File: config.mk
export PLATFORM = sky130hd
export DESIGN_NAME = decoder_onehot_strobe_flat
export DESIGN_NICKNAME = d
export VERILOG_FILES = /design/src/rtl/decoder_onehot_strobe_pkg.sv /design/src/rtl/decoder_onehot_strobe_if.sv /design/src/rtl/decoder_onehot_strobe_onehot_decode.sv /design/src/rtl/decoder_onehot_strobe.sv /design/src/flat_wrapper.sv
export SDC_FILE = /design/constraint.sdc
export NUM_CORES = 1
export LEC_CHECK = 0
export ABC_CLOCK_PERIOD_IN_PS = 3400
export CAP_MARGIN = 20
export CORE_AREA = 4 4 41 43
export DETAILED_ROUTE_END_ITERATION = 8
export DIE_AREA = 0 0 45 47
export GPL_ROUTABILITY_DRIVEN = 0
export GPL_TIMING_DRIVEN = 0
export PLACE_DENSITY = 0.79
export REMOVE_ABC_BUFFERS = 1
export SYNTH_ARGS = -nofsm -noshare
export SYNTH_HDL_FRONTEND = slang
export SYNTH_SLANG_ARGS = --single-unit
File: constraint.sdc
create_clock -name clk -period 3.4 [get_ports clk]
set_input_delay 0.34 -clock clk [delete_from_list [all_inputs] [get_ports clk]]
set_output_delay 0.34 -clock clk [all_outputs]
set_load 0.02 [all_outputs]
File: src/rtl/decoder_onehot_strobe_pkg.sv
// Shared types and constants for the one-hot strobe decoder.
package decoder_pkg;

  typedef enum logic [1:0] {
    IDLE   = 2'd0,
    ACTIVE = 2'd1,
    HOLD   = 2'd2
  } state_t;

  localparam int MODE_PULSE = 0;
  localparam int MODE_LEVEL = 1;

  // Counter must reach PULSE_LEN-1; keep at least one bit for PULSE_LEN=1.
  function automatic int cnt_width(input int pulse_len);
    return (pulse_len < 1) ? 1 : $clog2(pulse_len + 1);
  endfunction

endpackage

File: src/rtl/decoder_onehot_strobe_if.sv
// Select handshake and registered one-hot outputs of the strobe decoder.
interface decoder_onehot_strobe_if #(
  parameter int IN_W  = 3,
  parameter int OUT_N = 8
);
  logic             in_valid;
  logic             in_ready;
  logic [IN_W-1:0]  in_sel;
  logic             clear;
  logic [OUT_N-1:0] out;
  logic             busy;
  logic             err;

  modport master (
    output in_valid, in_sel, clear,
    input  in_ready, out, busy, err
  );

  modport slave (
    input  in_valid, in_sel, clear,
    output in_ready, out, busy, err
  );
endinterface

File: src/rtl/decoder_onehot_strobe_onehot_decode.sv
// Combinational binary-to-one-hot decode with an in-range flag.
module onehot_decode #(
  parameter int IN_W  = 3,
  parameter int OUT_N = 8
) (
  input  logic [IN_W-1:0]  i_sel,
  output logic [OUT_N-1:0] o_onehot,
  output logic             o_in_range
);

  always_comb begin
    o_onehot   = '0;
    o_in_range = 1'b0;
    for (int i = 0; i < OUT_N; i++) begin
      if (i_sel == IN_W'(i)) begin
        o_onehot[i] = 1'b1;
        o_in_range  = 1'b1;
      end
    end
  end

endmodule

File: src/rtl/decoder_onehot_strobe.sv
// Registered one-hot select driver: timed strobe (PULSE) or held level (LEVEL).
// state  | meaning
// IDLE   | no line driven, ready for a code
// ACTIVE | PULSE mode strobe running, r_cnt counts cycles of the strobe
// HOLD   | LEVEL mode line held until cleared or replaced
module decoder_onehot_strobe
  import decoder_pkg::*;
#(
  parameter int IN_W      = 3,
  parameter int OUT_N     = 8,
  parameter int PULSE_LEN = 1,
  parameter int MODE      = 0
) (
  input  logic                    clk,
  input  logic                    rst_n,
  decoder_onehot_strobe_if.slave  bus
);

  localparam int              CNT_W    = cnt_width(PULSE_LEN);
  localparam logic [CNT_W-1:0] CNT_LAST = CNT_W'(PULSE_LEN - 1);

  state_t           r_state, w_state_nxt;
  logic [CNT_W-1:0] r_cnt, w_cnt_nxt;
  logic [OUT_N-1:0] r_out, w_out_nxt;
  logic             r_err, w_err_nxt;

  logic [OUT_N-1:0] w_onehot;
  logic             w_in_range;
  logic             w_ready;
  logic             w_last;
  logic             w_load;
  logic             w_bad;

  onehot_decode #(
    .IN_W  (IN_W),
    .OUT_N (OUT_N)
  ) u_decode (
    .i_sel      (bus.in_sel),
    .o_onehot   (w_onehot),
    .o_in_range (w_in_range)
  );

  assign w_last = (r_state == ACTIVE) && (r_cnt == CNT_LAST);
  assign w_load = bus.in_valid & w_ready & w_in_range;
  // Out-of-range codes are consumed but leave the FSM untouched.
  assign w_bad  = bus.in_valid & w_ready & ~w_in_range;

  always_ff @(posedge clk or negedge rst_n) begin
    if (!rst_n) begin
      r_state <= IDLE;
      r_cnt   <= '0;
      r_out   <= '0;
      r_err   <= 1'b0;
    end else begin
      r_state <= w_state_nxt;
      r_cnt   <= w_cnt_nxt;
      r_out   <= w_out_nxt;
      r_err   <= w_err_nxt;
    end
  end

  always_comb begin
    w_state_nxt = r_state;
    w_cnt_nxt   = r_cnt;
    if (bus.clear) begin
      w_state_nxt = IDLE;
      w_cnt_nxt   = '0;
    end else begin
      case (r_state)
        IDLE: begin
          if (w_load) begin
            w_state_nxt = (MODE == MODE_LEVEL) ? HOLD : ACTIVE;
            w_cnt_nxt   = '0;
          end
        end
        ACTIVE: begin
          if (w_last) begin
            w_cnt_nxt = '0;
            if (!w_load) w_state_nxt = IDLE;
          end else begin
            w_cnt_nxt = r_cnt + 1'b1;
          end
        end
        HOLD:    w_state_nxt = HOLD;
        default: begin
          w_state_nxt = IDLE;
          w_cnt_nxt   = '0;
        end
      endcase
    end
  end

  always_comb begin
    w_out_nxt = r_out;
    w_err_nxt = 1'b0;
    if (MODE == MODE_LEVEL) w_ready = ~bus.clear;
    else                    w_ready = ~bus.clear & ((r_state == IDLE) | w_last);
    if (bus.clear) begin
      w_out_nxt = '0;
    end else begin
      w_err_nxt = w_bad;
      if (w_load)      w_out_nxt = w_onehot;
      else if (w_last) w_out_nxt = '0;
    end
  end

  assign bus.in_ready = w_ready;
  assign bus.out      = r_out;
  assign bus.busy     = (r_state != IDLE);
  assign bus.err      = r_err;

endmodule
File: src/flat_wrapper.sv
// flat-port wrapper written by rule: the top's interface ports become plain ports
module decoder_onehot_strobe_flat import decoder_pkg::*;
#(
  parameter int IN_W      = 3,
  parameter int OUT_N     = 8,
  parameter int PULSE_LEN = 1,
  parameter int MODE      = 0
)
  (clk, rst_n, bus_in_valid, bus_in_sel, bus_clear, bus_in_ready, bus_out, bus_busy, bus_err);
  decoder_onehot_strobe_if #(.IN_W(IN_W), .OUT_N(OUT_N)) bus_i ();
  input  logic clk;
  input  logic rst_n;
  input wire logic [$bits(bus_i.in_valid)-1:0] bus_in_valid;
  input wire logic [$bits(bus_i.in_sel)-1:0] bus_in_sel;
  input wire logic [$bits(bus_i.clear)-1:0] bus_clear;
  output wire logic [$bits(bus_i.in_ready)-1:0] bus_in_ready;
  output wire logic [$bits(bus_i.out)-1:0] bus_out;
  output wire logic [$bits(bus_i.busy)-1:0] bus_busy;
  output wire logic [$bits(bus_i.err)-1:0] bus_err;
  assign bus_i.in_valid = bus_in_valid;
  assign bus_i.in_sel = bus_in_sel;
  assign bus_i.clear = bus_clear;
  assign bus_in_ready = bus_i.in_ready;
  assign bus_out = bus_i.out;
  assign bus_busy = bus_i.busy;
  assign bus_err = bus_i.err;
  decoder_onehot_strobe #(.IN_W(IN_W), .OUT_N(OUT_N), .PULSE_LEN(PULSE_LEN), .MODE(MODE)) u_core (.clk(clk), .rst_n(rst_n), .bus(bus_i));
endmodule
==> flow_summary_export.csv <==
group,metric,value,unit
status,run_status,"finished clean",
grt,global_route.usage.met1,12.92,%
grt,grt_pass1_vias,378,
routing,num_vias,421,
place,portBuffers,17,
min_path,holdCritPathClass,"in -> async",
clocking,cts_buffer_depth,2,
synthesis,synth_seq_area_share,57.55,%
critical_path,worstSetupStartpointType,"input port",
timing,finalHoldViolations,0,
floorplanning,pin_count,18,
clocking,number_of_sinks_driven_by_the_clock_tree,12,
clocking,cts_tree,"built",
timing,finClkSkew,0.002965,ns
grt,grt_usage,11.01,%
routing,final_antenna_net_count,0,
layout,layout_area_growth_over_synthesis,42.45,%
clocking,cts.repair_timing.setup_buffer_count,0,
grt,grt.met2_usage,15.82,%
clocking,cts_buffers,3,
routing,finalWirelength,988,um
clocking,holdBufCountCts,0,
grt,globalRoute.totalOverflow,0,
place,hpwl,752.1,um
critical_path,path_max_fanout,12,
timing,grt_setup_unrepaired,"false",
floorplanning,die_w,45,um
routing,drt_first_pass_iters,3,
synthesis,synth.cell_area,521.8,sq um
critical_path,worstReg2RegStart,"u_core.r_state[0]",
timing,layout_setup_ws,1.083,ns
layout,antenna-diode-count,0,
pwr,ir_worst_vdd,207.8,uV
timing,maxSlewViolCount,0,
critical_path,rr_worst_depth,3,
critical_path,worst-endpoint-required,3.06,ns
critical_path,critPathCaptureType,"output port",
floorplanning,core_area,0.001301,sq mm
grt,antenna_found_initial,0,
layout,final_util,57.12,%
floorplanning,initial_core_util,40.10,%
pwr,power_per_cell_area,406.6,mW/mm^2
pwr,p_leak,0.0002935,uW
timing,layout_worst_path_cycle_share,68.13,%
synthesis,yosys_warnings,0,
floorplanning,rows,13,
critical_path,setup_cp_type,"in -> out",
timing,layout_min_cycle_time,2.317,ns
grt,maximum_number_of_pins_on_one_net_before_global_route_repair,13,
critical_path,rrSetupSlack,2.13,ns
synthesis,syn_avg_cell_area,11.59,sq um
synthesis,synth_seq_cells,12,
layout,final_net_count,73,
critical_path,arrival,1.98,ns
routing,drtIter0Drc,4,
clocking,clk-insertion-delay-late,0.27,ns
routing,drt_wl_cell,12.35,um
routing,avgViaCountPerCell,5.263,
timing,setup_tns,0,ns
critical_path,reg2reg_to,"u_core.bus.out[0]",
grt,grt_busiest_layer,"met2",
timing,setup_viol_count_final,0,
routing,drcViolationCount,0,
clocking,clk_root_buffer_cell,"sky130_fd_sc_hd__clkbuf_4",
clocking,cts_repair_resize_count,0,
clocking,htree_num_levels,1,
pwr,design_power_total,302.2,uW
grt,gr-usage-met3,5.747,%
grt,wire_length_of_the_first_global_routing_pass,1614,um
synthesis,netlist_instances,45,
place,pre_cts_slack,1.083,ns
job,drv.max_cap_violation_count,0,
clocking,clkTransAtPathRegs,0.08,ns
timing,timing_worst_slew_pin_value,0.5329,ns
timing,maxSlewHeadroom,64.36,%
synthesis,synth.distinct_cells,17,
floorplanning,die_y,47,um
layout,layout-drive-gt1-share,10.77,%
floorplanning,die-area,0.002115,sq mm
timing,max_freq,431.7,MHz
## worst max-delay path by stage
| stage | from | to | slack (ns) | cells past startpoint |
|---|---|---|---|---|
| after global routing | bus_clear | bus_in_ready | 1.02 | 3 |
| after CTS | bus_clear | bus_in_ready | 1.09 | 3 |
| after global placement | bus_clear | bus_in_ready | 1.10 | 3 |
| after detailed placement | bus_clear | bus_in_ready | 1.08 | 3 |
| after floorplan | u_core.r_state[0] | u_core.bus.out[0] | 2.10 | 3 |
| final | bus_clear | bus_in_ready | 1.08 | 3 |
## synthesized netlist by cell type, drive strengths merged
library cell | number | area (sq um)
a211oi | 1 | 20.02
a21oi | 2 | 13.76
clkbuf | 1 | 3.750
conb | 1 | 3.750
dfrtp | 12 | 300.3
inv | 6 | 22.52
nand2 | 1 | 3.750
nand2b | 6 | 37.54
nand3 | 1 | 5.000
nand3b | 1 | 7.510
nor2b | 1 | 6.260
nor3 | 1 | 5.000
nor3b | 1 | 7.510
nor4b | 1 | 8.760
o32ai | 8 | 70.07
or2 | 1 | 6.260
## flip-flops by register name, summed over array words and instances (netlist names)
name / cells
u_core.bus.err: 1
u_core.bus.out: 8
u_core.r_cnt: 1
u_core.r_state: 2
## through the flow
step / std cells / hold slack [ns] / instance area [sq um]
after CTS: 80 / 0.4267 / 743.2
final: 80 / 0.4099 / 743.2
after floorplan: 44 / 0.04441 / 518.0
after global placement: 76 / 0.5332 / 706.9
after detailed placement: 76 / 0.5387 / 706.9
after global routing: 80 / 0.4496 / 743.2
## report_power, final
group          internal, uW  leakage [uW]  switching (uW)
clock network          65.1     0.0000210            48.5
registers               146      0.000163            2.46
logic                  19.2      0.000109            20.8
## routing by layer
| layer | routed length (um) | vias to the layer above |
|---|---|---|
| li1 | - | 202 |
| met3 | 74 | 2 |
| met5 | 0 | - |
| met4 | 19 | 0 |
| met2 | 489 | 13 |
| met1 | 405 | 204 |
## kinds of logic (layout without fill, tap and decap cells)
| kind of cell | count (synthesis) | count (layout) | synth area share, % |
|---|---|---|---|
| and+or+nand+nor | 14 | 14 | 16.79 |
| other | 1 | 1 | 0.7187 |
| DFF | 12 | 12 | 57.55 |
| AOI/OAI and AO/OA | 11 | 11 | 19.90 |
| buffers and inverters | 7 | 27 | 5.035 |
## worst max-delay path, stage by stage
cell and delay [ns]:
sky130_fd_sc_hd__clkdlybuf4s50_1 0.65, sky130_fd_sc_hd__a211oi_4 0.34, sky130_fd_sc_hd__clkdlybuf4s50_1 0.65
## placed cells by master, fill, tap and decap left out
master / netlist / layout
sky130_fd_sc_hd__clkdlybuf4s50_1: 0 / 17
sky130_fd_sc_hd__dfrtp_1: 12 / 12
sky130_fd_sc_hd__o32ai_1: 8 / 8
sky130_fd_sc_hd__nand2b_1: 6 / 6
sky130_fd_sc_hd__inv_1: 6 / 6
sky130_fd_sc_hd__clkbuf_4: 0 / 3
sky130_fd_sc_hd__or2_2: 1 / 1
sky130_fd_sc_hd__a211oi_4: 1 / 1
sky130_fd_sc_hd__nor2b_1: 1 / 1
sky130_fd_sc_hd__nor4b_1: 1 / 1
sky130_fd_sc_hd__nand3b_1: 1 / 1
sky130_fd_sc_hd__a21oi_2: 1 / 1
sky130_fd_sc_hd__nor3b_1: 1 / 1
sky130_fd_sc_hd__nand3_1: 1 / 1
sky130_fd_sc_hd__a21oi_1: 1 / 1
sky130_fd_sc_hd__nor3_1: 1 / 1
sky130_fd_sc_hd__nand2_1: 1 / 1
sky130_fd_sc_hd__clkbuf_8: 0 / 1
sky130_fd_sc_hd__conb_1: 1 / 1
## layout make-up
| class | count | area (sq um) |
|---|---|---|
| tap | 15 | 18.77 |
| timing repair buffer | 17 | 170.2 |
| clock buffer | 4 | 36.28 |
| inverter | 6 | 22.52 |
| sequential | 12 | 300.3 |
| multi-input combinational | 26 | 195.2 |
| fill | 127 | 558.0 |
Note: power is estimated with default switching activity, not from simulation.
